==> src/rtl/alu_pkg.sv <==
// Shared constants and state encoding for the bit-serial ALU path.
package alu_pkg;

  localparam logic OP_ADD = 1'b0;
  localparam logic OP_SUB = 1'b1;

  localparam logic REQ0 = 1'b0;
  localparam logic REQ1 = 1'b1;

  typedef enum logic [1:0] {
    IDLE = 2'd0,
    RUN  = 2'd1,
    DONE = 2'd2
  } state_t;

endpackage

==> src/rtl/Full_adder.sv <==
// Single-bit full adder cell shared by the serial datapath.
module Full_adder (
  input  logic A,
  input  logic B,
  input  logic Cin,
  output logic Sum,
  output logic Carry
);

  assign Sum   = A ^ B ^ Cin;
  assign Carry = (A & B) | (Cin & (A ^ B));

endmodule

==> src/rtl/serial_alu_arbiter.sv <==
// Round-robin arbitrated, bit-serial add/subtract engine built around one
// full-adder cell; one operation per WIDTH+2 cycles.
module serial_alu_arbiter
  import alu_pkg::*;
#(
  parameter int unsigned WIDTH = 8
) (
  input  logic             clk,
  input  logic             rst,
  input  logic             Req0,
  input  logic             Req1,
  input  logic [WIDTH-1:0] A0,
  input  logic [WIDTH-1:0] B0,
  input  logic [WIDTH-1:0] A1,
  input  logic [WIDTH-1:0] B1,
  input  logic             Op0,
  input  logic             Op1,
  output logic             Gnt0,
  output logic             Gnt1,
  output logic             Busy,
  output logic             Done,
  output logic [WIDTH-1:0] Result,
  output logic             Cout,
  output logic             Ovf,
  output logic             Tag
);

  localparam int unsigned CNT_W = $clog2(WIDTH);

  state_t             state;
  state_t             state_next;
  logic               last;
  logic               idx;
  logic               grant;
  logic               gnt_idx;
  logic [WIDTH-1:0]   a_sh;
  logic [WIDTH-1:0]   b_sh;
  logic [WIDTH-1:0]   r_sh;
  logic               c;
  logic [CNT_W-1:0]   cnt;
  logic               last_bit;
  logic               fa_sum;
  logic               fa_carry;
  logic [WIDTH-1:0]   sel_a;
  logic [WIDTH-1:0]   sel_b;
  logic               sel_op;

  Full_adder u_fa (
    .A     (a_sh[0]),
    .B     (b_sh[0]),
    .Cin   (c),
    .Sum   (fa_sum),
    .Carry (fa_carry)
  );

  assign last_bit = (cnt == CNT_W'(WIDTH - 1));
  assign Busy     = (state != IDLE);
  assign Done     = (state == DONE);
  assign sel_a    = (gnt_idx == REQ1) ? A1  : A0;
  assign sel_b    = (gnt_idx == REQ1) ? B1  : B0;
  assign sel_op   = (gnt_idx == REQ1) ? Op1 : Op0;

  always_ff @(posedge clk or posedge rst) begin
    if (rst) state <= IDLE;
    else     state <= state_next;
  end

  // Arbitration is only open in IDLE; on a tie the requester that did not win last time goes first.
  always_comb begin
    state_next = state;
    grant      = 1'b0;
    gnt_idx    = REQ0;
    Gnt0       = 1'b0;
    Gnt1       = 1'b0;
    case (state)
      IDLE: begin
        if (!rst && (Req0 || Req1)) begin
          grant      = 1'b1;
          gnt_idx    = (Req0 && Req1) ? ~last : (Req1 ? REQ1 : REQ0);
          Gnt0       = (gnt_idx == REQ0);
          Gnt1       = (gnt_idx == REQ1);
          state_next = RUN;
        end
      end
      RUN:     if (last_bit) state_next = DONE;
      DONE:    state_next = IDLE;
      default: state_next = IDLE;
    endcase
  end

  always_ff @(posedge clk or posedge rst) begin
    if (rst) begin
      last   <= REQ1;
      idx    <= REQ0;
      a_sh   <= '0;
      b_sh   <= '0;
      r_sh   <= '0;
      c      <= 1'b0;
      cnt    <= '0;
      Result <= '0;
      Cout   <= 1'b0;
      Ovf    <= 1'b0;
      Tag    <= 1'b0;
    end else if (grant) begin
      // Subtract is A + ~B + 1: invert B here, carry-in supplies the +1.
      a_sh <= sel_a;
      b_sh <= sel_b ^ {WIDTH{sel_op}};
      c    <= sel_op;
      idx  <= gnt_idx;
      last <= gnt_idx;
      cnt  <= '0;
    end else if (state == RUN) begin
      c    <= fa_carry;
      r_sh <= {fa_sum, r_sh[WIDTH-1:1]};
      a_sh <= {1'b0, a_sh[WIDTH-1:1]};
      b_sh <= {1'b0, b_sh[WIDTH-1:1]};
      cnt  <= cnt + CNT_W'(1);
      if (last_bit) begin
        Result <= {fa_sum, r_sh[WIDTH-1:1]};
        Cout   <= fa_carry;
        Ovf    <= c ^ fa_carry;
        Tag    <= idx;
      end
    end
  end

endmodule
==> config.mk <==
export PLATFORM = sky130hd
export DESIGN_NAME = serial_alu_arbiter
export DESIGN_NICKNAME = d
export VERILOG_FILES = /design/src/rtl/alu_pkg.sv /design/src/rtl/Full_adder.sv /design/src/rtl/serial_alu_arbiter.sv
export SDC_FILE = /design/constraint.sdc
export NUM_CORES = 1
export LEC_CHECK = 0
export BUFFER_PORTS_ARGS = -buffer_cell sky130_fd_sc_hd__buf_2
export CAP_MARGIN = 10
export CELL_PAD_IN_SITES_DETAIL_PLACEMENT = 0
export CELL_PAD_IN_SITES_GLOBAL_PLACEMENT = 1
export CORE_ASPECT_RATIO = 0.5
export CORE_UTILIZATION = 45
export DETAILED_ROUTE_END_ITERATION = 7
export GPL_TIMING_DRIVEN = 0
export PLACE_DENSITY_LB_ADDON = 0.1
export SETUP_SLACK_MARGIN = 0.2
export SLEW_MARGIN = 20
export SYNTH_ARGS = -nofsm -noshare
export SYNTH_HDL_FRONTEND = slang
export SYNTH_SLANG_ARGS = --single-unit
==> constraint.sdc <==
create_clock -name clk -period 4.1 [get_ports clk]
set_clock_uncertainty 0.2 [all_clocks]
set_input_delay 0.205 -clock clk [delete_from_list [all_inputs] [get_ports clk]]
set_output_delay 0.205 -clock clk [all_outputs]
set_load 0.005 [all_outputs]
==> impl_metrics.json <==
{
  "outcome": "complete, no violations",
  "route.antenna.remaining_nets": 0,
  "most_frequent_standard_cell_in_the_layout_excluding_fill_and_tap_cells": "buf_2",
  "synth_ff_type": "dfrtp_1",
  "maximum_ir_drop_on_the_vdd_rail_v": 0.000243,
  "rsz0062_at_grt": "false",
  "criticalPathCategory": "primary input to output port",
  "synth_top_family_by_area": "compound AO/OA/AOI/OAI gates",
  "post-route-drc-count": 0,
  "postLayoutCoreUtil_pct": 57.8,
  "sequential_cell_area_um2": 1050,
  "postLayoutCellArea_um2": 2850,
  "critPathLaunchType": "primary input",
  "cts_root_buf": "clkbuf_8",
  "cts_resized": 0,
  "final_layout_size_suffix_gt1_share_pct": 35.5,
  "cts_num_sinks": 42,
  "clkLatencyLatePin_ns": 0.30,
  "overflow_left_after_global_routing": 0,
  "finalNetCount": 316,
  "cts_max_path_buffers": 2,
  "floorplan.core_area_um2": 4930,
  "dp.final_hpwl_um": 3840,
  "place.port_buffers": 50,
  "cpMostUsedCell": "buf_2",
  "tritoncts": "built",
  "detailedRoute.firstIterationViolations": 43,
  "area_delta_synth_final_pct": 23.0,
  "rrSetupSlack_ns": 2.11,
  "final_setup_tns_ns": 0,
  "gp_routability_congestion": 0.779,
  "critical_path_peak_fanout": 9,
  "antenna_found_initial": 0,
  "seqPwrFrac_pct": 40.5,
  "num_io_pins": 53,
  "share_clk_of_total_power_pct": 14.6,
  "synth_warnings": 0,
  "num_rows": 18,
  "maxCapViolations": 0,
  "placement.setup.worst_slack_ns": 2.13,
  "grt_pass1_vias": 1803,
  "min_period_over_period_pct": 55.3,
  "multi_input_comb_area_um2": 1130,
  "viasPerCell": 5.38,
  "avgRoutedWirePerCell_um": 15.6,
  "setup_slack_ns": 1.83,
  "power-per-cell-area_nw_per_um2": 642,
  "report.final.slew_viol_count": 0,
  "synthDominantCellAreaShare_pct": 44.3,
  "synth_cells": 208,
  "power.switching_uw": 674,
  "post_synth_num_cell_types": 43,
  "final_cell_mix": "buf_2 (57), dfrtp_1 (41), mux2_2 (17)",
  "final.min_clock_period_ns": 2.27,
  "insertedDiodeCount": 0,
  "wire_length_of_the_first_global_routing_pass_um": 8850,
  "cellInternalPower_mw": 1.16,
  "p_sw_share_pct": 36.8,
  "clock.fmax_mhz": 441,
  "routed-via-count": 1860,
  "yosys.area_share.simple_pct": 13.3,
  "finalHoldViolCount": 0,
  "synth_seq_cells": 42,
  "post_synth_main_area_contributors": "dfrtp_1 (44%), mux2_2 (8.3%), xor2_1 (6.0%)",
  "die_y_um": 52.8,
  "async_flop_share_pct": 100,
  "final-setup-viol-count": 0,
  "maximum_number_of_pins_on_one_net_before_global_route_repair": 32,
  "fill_cells": 457,
  "clock_tree.htree_level_count": 2,
  "holdCritPathClass": "primary input to flip-flop",
  "dieWidth_um": 104,
  "globalRouteTotalUtil_pct": 21.6,
  "initial_utilization_pct": 47.0,
  "post_synthesis_average_cell_area_um2": 11.1,
  "clk_pin_slew_worst_paths_ns": 0.08,
  "min_delay_path_depth": 4,
  "cp_slowest_stage_delay_ns": 0.63,
  "post-synth-top-area-cell": "dfrtp_1",
  "pwr-share-comb_pct": 44.9,
  "synth_enable_flop_cells": 0,
  "final_wirelength_um": 5390,
  "totalPowerFinal_mw": 1.83,
  "worst_ep_required_time_ns": 3.69,
  "slew_headroom_pct": 47.3,
  "ys_seq_area_share_pct": 45.4,
  "die_area_um2": 5460,
  "cp-end-kind": "output port",
  "transition_time_at_the_pin_with_the_least_slew_margin_ns": 0.788,
  "detailed_place.area_um2": 2680,
  "power_leakage_nw": 1.36,
  "synth.mux.area_fraction_pct": 11.3,
  "synth_xor_area_share_pct": 6.42,
  "numCtsBuffers": 5,
  "mappedNetlistNets": 249,
  "postCtsSetupBuffers": 0,
  "post_synth_fa_ha_maj_area_fraction_pct": 1.94,
  "r2r.worst_path.cells": 5,
  "slowest_stage": "nor4b_2",
  "area_fraction_in_compound_gates_after_synthesis_pct": 15.9,
  "drt_first_pass_iters": 4,
  "cp_cell_sequence": "dlygate4sd3_1, buf_2, nor4b_2, and2_1, buf_2",
  "critPathArrivalTime_ns": 1.86,
  "mappedNetlistArea_um2": 2320
}
==> critical path, delay by kind of cell <==
kind	cells	cell delay [ns]
buffers and inverters	3	0.82
AND/OR/NAND/NOR	2	0.85
==> layout make-up <==
class / instances / share of cell area [%]
Multi-Input combinational cell: 139 / 39.7
Buffer: 15 / 3.11
Timing Repair Buffer: 60 / 12.6
Tap cell: 70 / 3.07
Clock inverter: 2 / 0.482
Clock buffer: 6 / 2.54
Sequential cell: 42 / 36.9
Inverter: 12 / 1.58
==> state kept, by name, indices dropped and copies added (netlist names) <==
signal / count
Result: 8
a_sh: 8
b_sh: 8
r_sh: 7
cnt: 3
state: 2
Cout: 1
Ovf: 1
Tag: 1
c: 1
idx: 1
last: 1
==> logic make-up (layout without fill, tap and decap cells) <==
group | after synthesis | after routing
flip-flops | 42 | 42
XOR/XNOR | 17 | 17
multiplexers | 24 | 24
buffers and inverters | 27 | 95
AO/OA/AOI/OAI | 52 | 52
AND/OR/NAND/NOR | 43 | 43
adder cells (fa/ha/maj) | 3 | 3
==> stage by stage <==
stage,hold WS (ns),instances
6_report,0.0231,346
4_1_cts,0.0191,346
3_5_place_dp,0.0206,329
2_1_floorplan,0.151,208
5_1_grt,0.0314,346
3_3_place_gp,0.240,328
==> cells in the mapped netlist (all sizes together) (2+ instances only) <==
library cell and count:
nand3 15, nand2b 2, and2 2, inv 12, clkbuf 3, and3b 8, ha 2, mux2i 7
nand2 5, o21bai 2, o22ai 2, nor4b 2, mux2 17, dfrtp 41, a221oi 8, buf 12
a31oi 15, a32oi 7, xor2 16, nor2 4, a21o 3, o21ai 10
==> power by group through the flow <==
stage,sequential [mW],clock (mW),combinational (mW)
5_1_grt,0.774,0.293,0.906
3_5_place_dp,0.752,0,0.818
4_1_cts,0.743,0.275,0.827
2_1_floorplan,0.724,0,0.603
3_3_place_gp,0.743,0,0.798
6_report,0.742,0.268,0.822
==> repair_timing <==
action / CTS / global route
setup endpoints to repair: 0 / 0
hold buffers: 9 / 0
hold endpoints to repair: 19 / 0
==> metal layers <==
metal	wire [um]	up-vias	part of all wire, %	GRT usage (%)
li1	-	898	-	-
met1	2660	902	49	26.8
met2	2350	55	44	37.2
met3	337	5	6.3	6.71
met4	38	0	0.71	6.04
met5	0	-	0	0
==> path summary, 6_finish.rpt <==
| path | start | to |
|---|---|---|
| max | rst | Gnt0 |
| min | B0[1] | b_sh[1]$_DFFE_PP0P_ |
| max reg2reg | state[1]$_DFFE_PP0P_ | cnt[1]$_DFFE_PP0P_ |
| min reg2reg | Ovf$_DFFE_PP0P_ | Ovf$_DFFE_PP0P_ |
| max in group asynchronous | rst | r_sh[7]$_DFFE_PP0P_ |
| min in group asynchronous | rst | cnt[0]$_DFFE_PP0P_ |
Note: power is estimated with default switching activity, not from simulation.
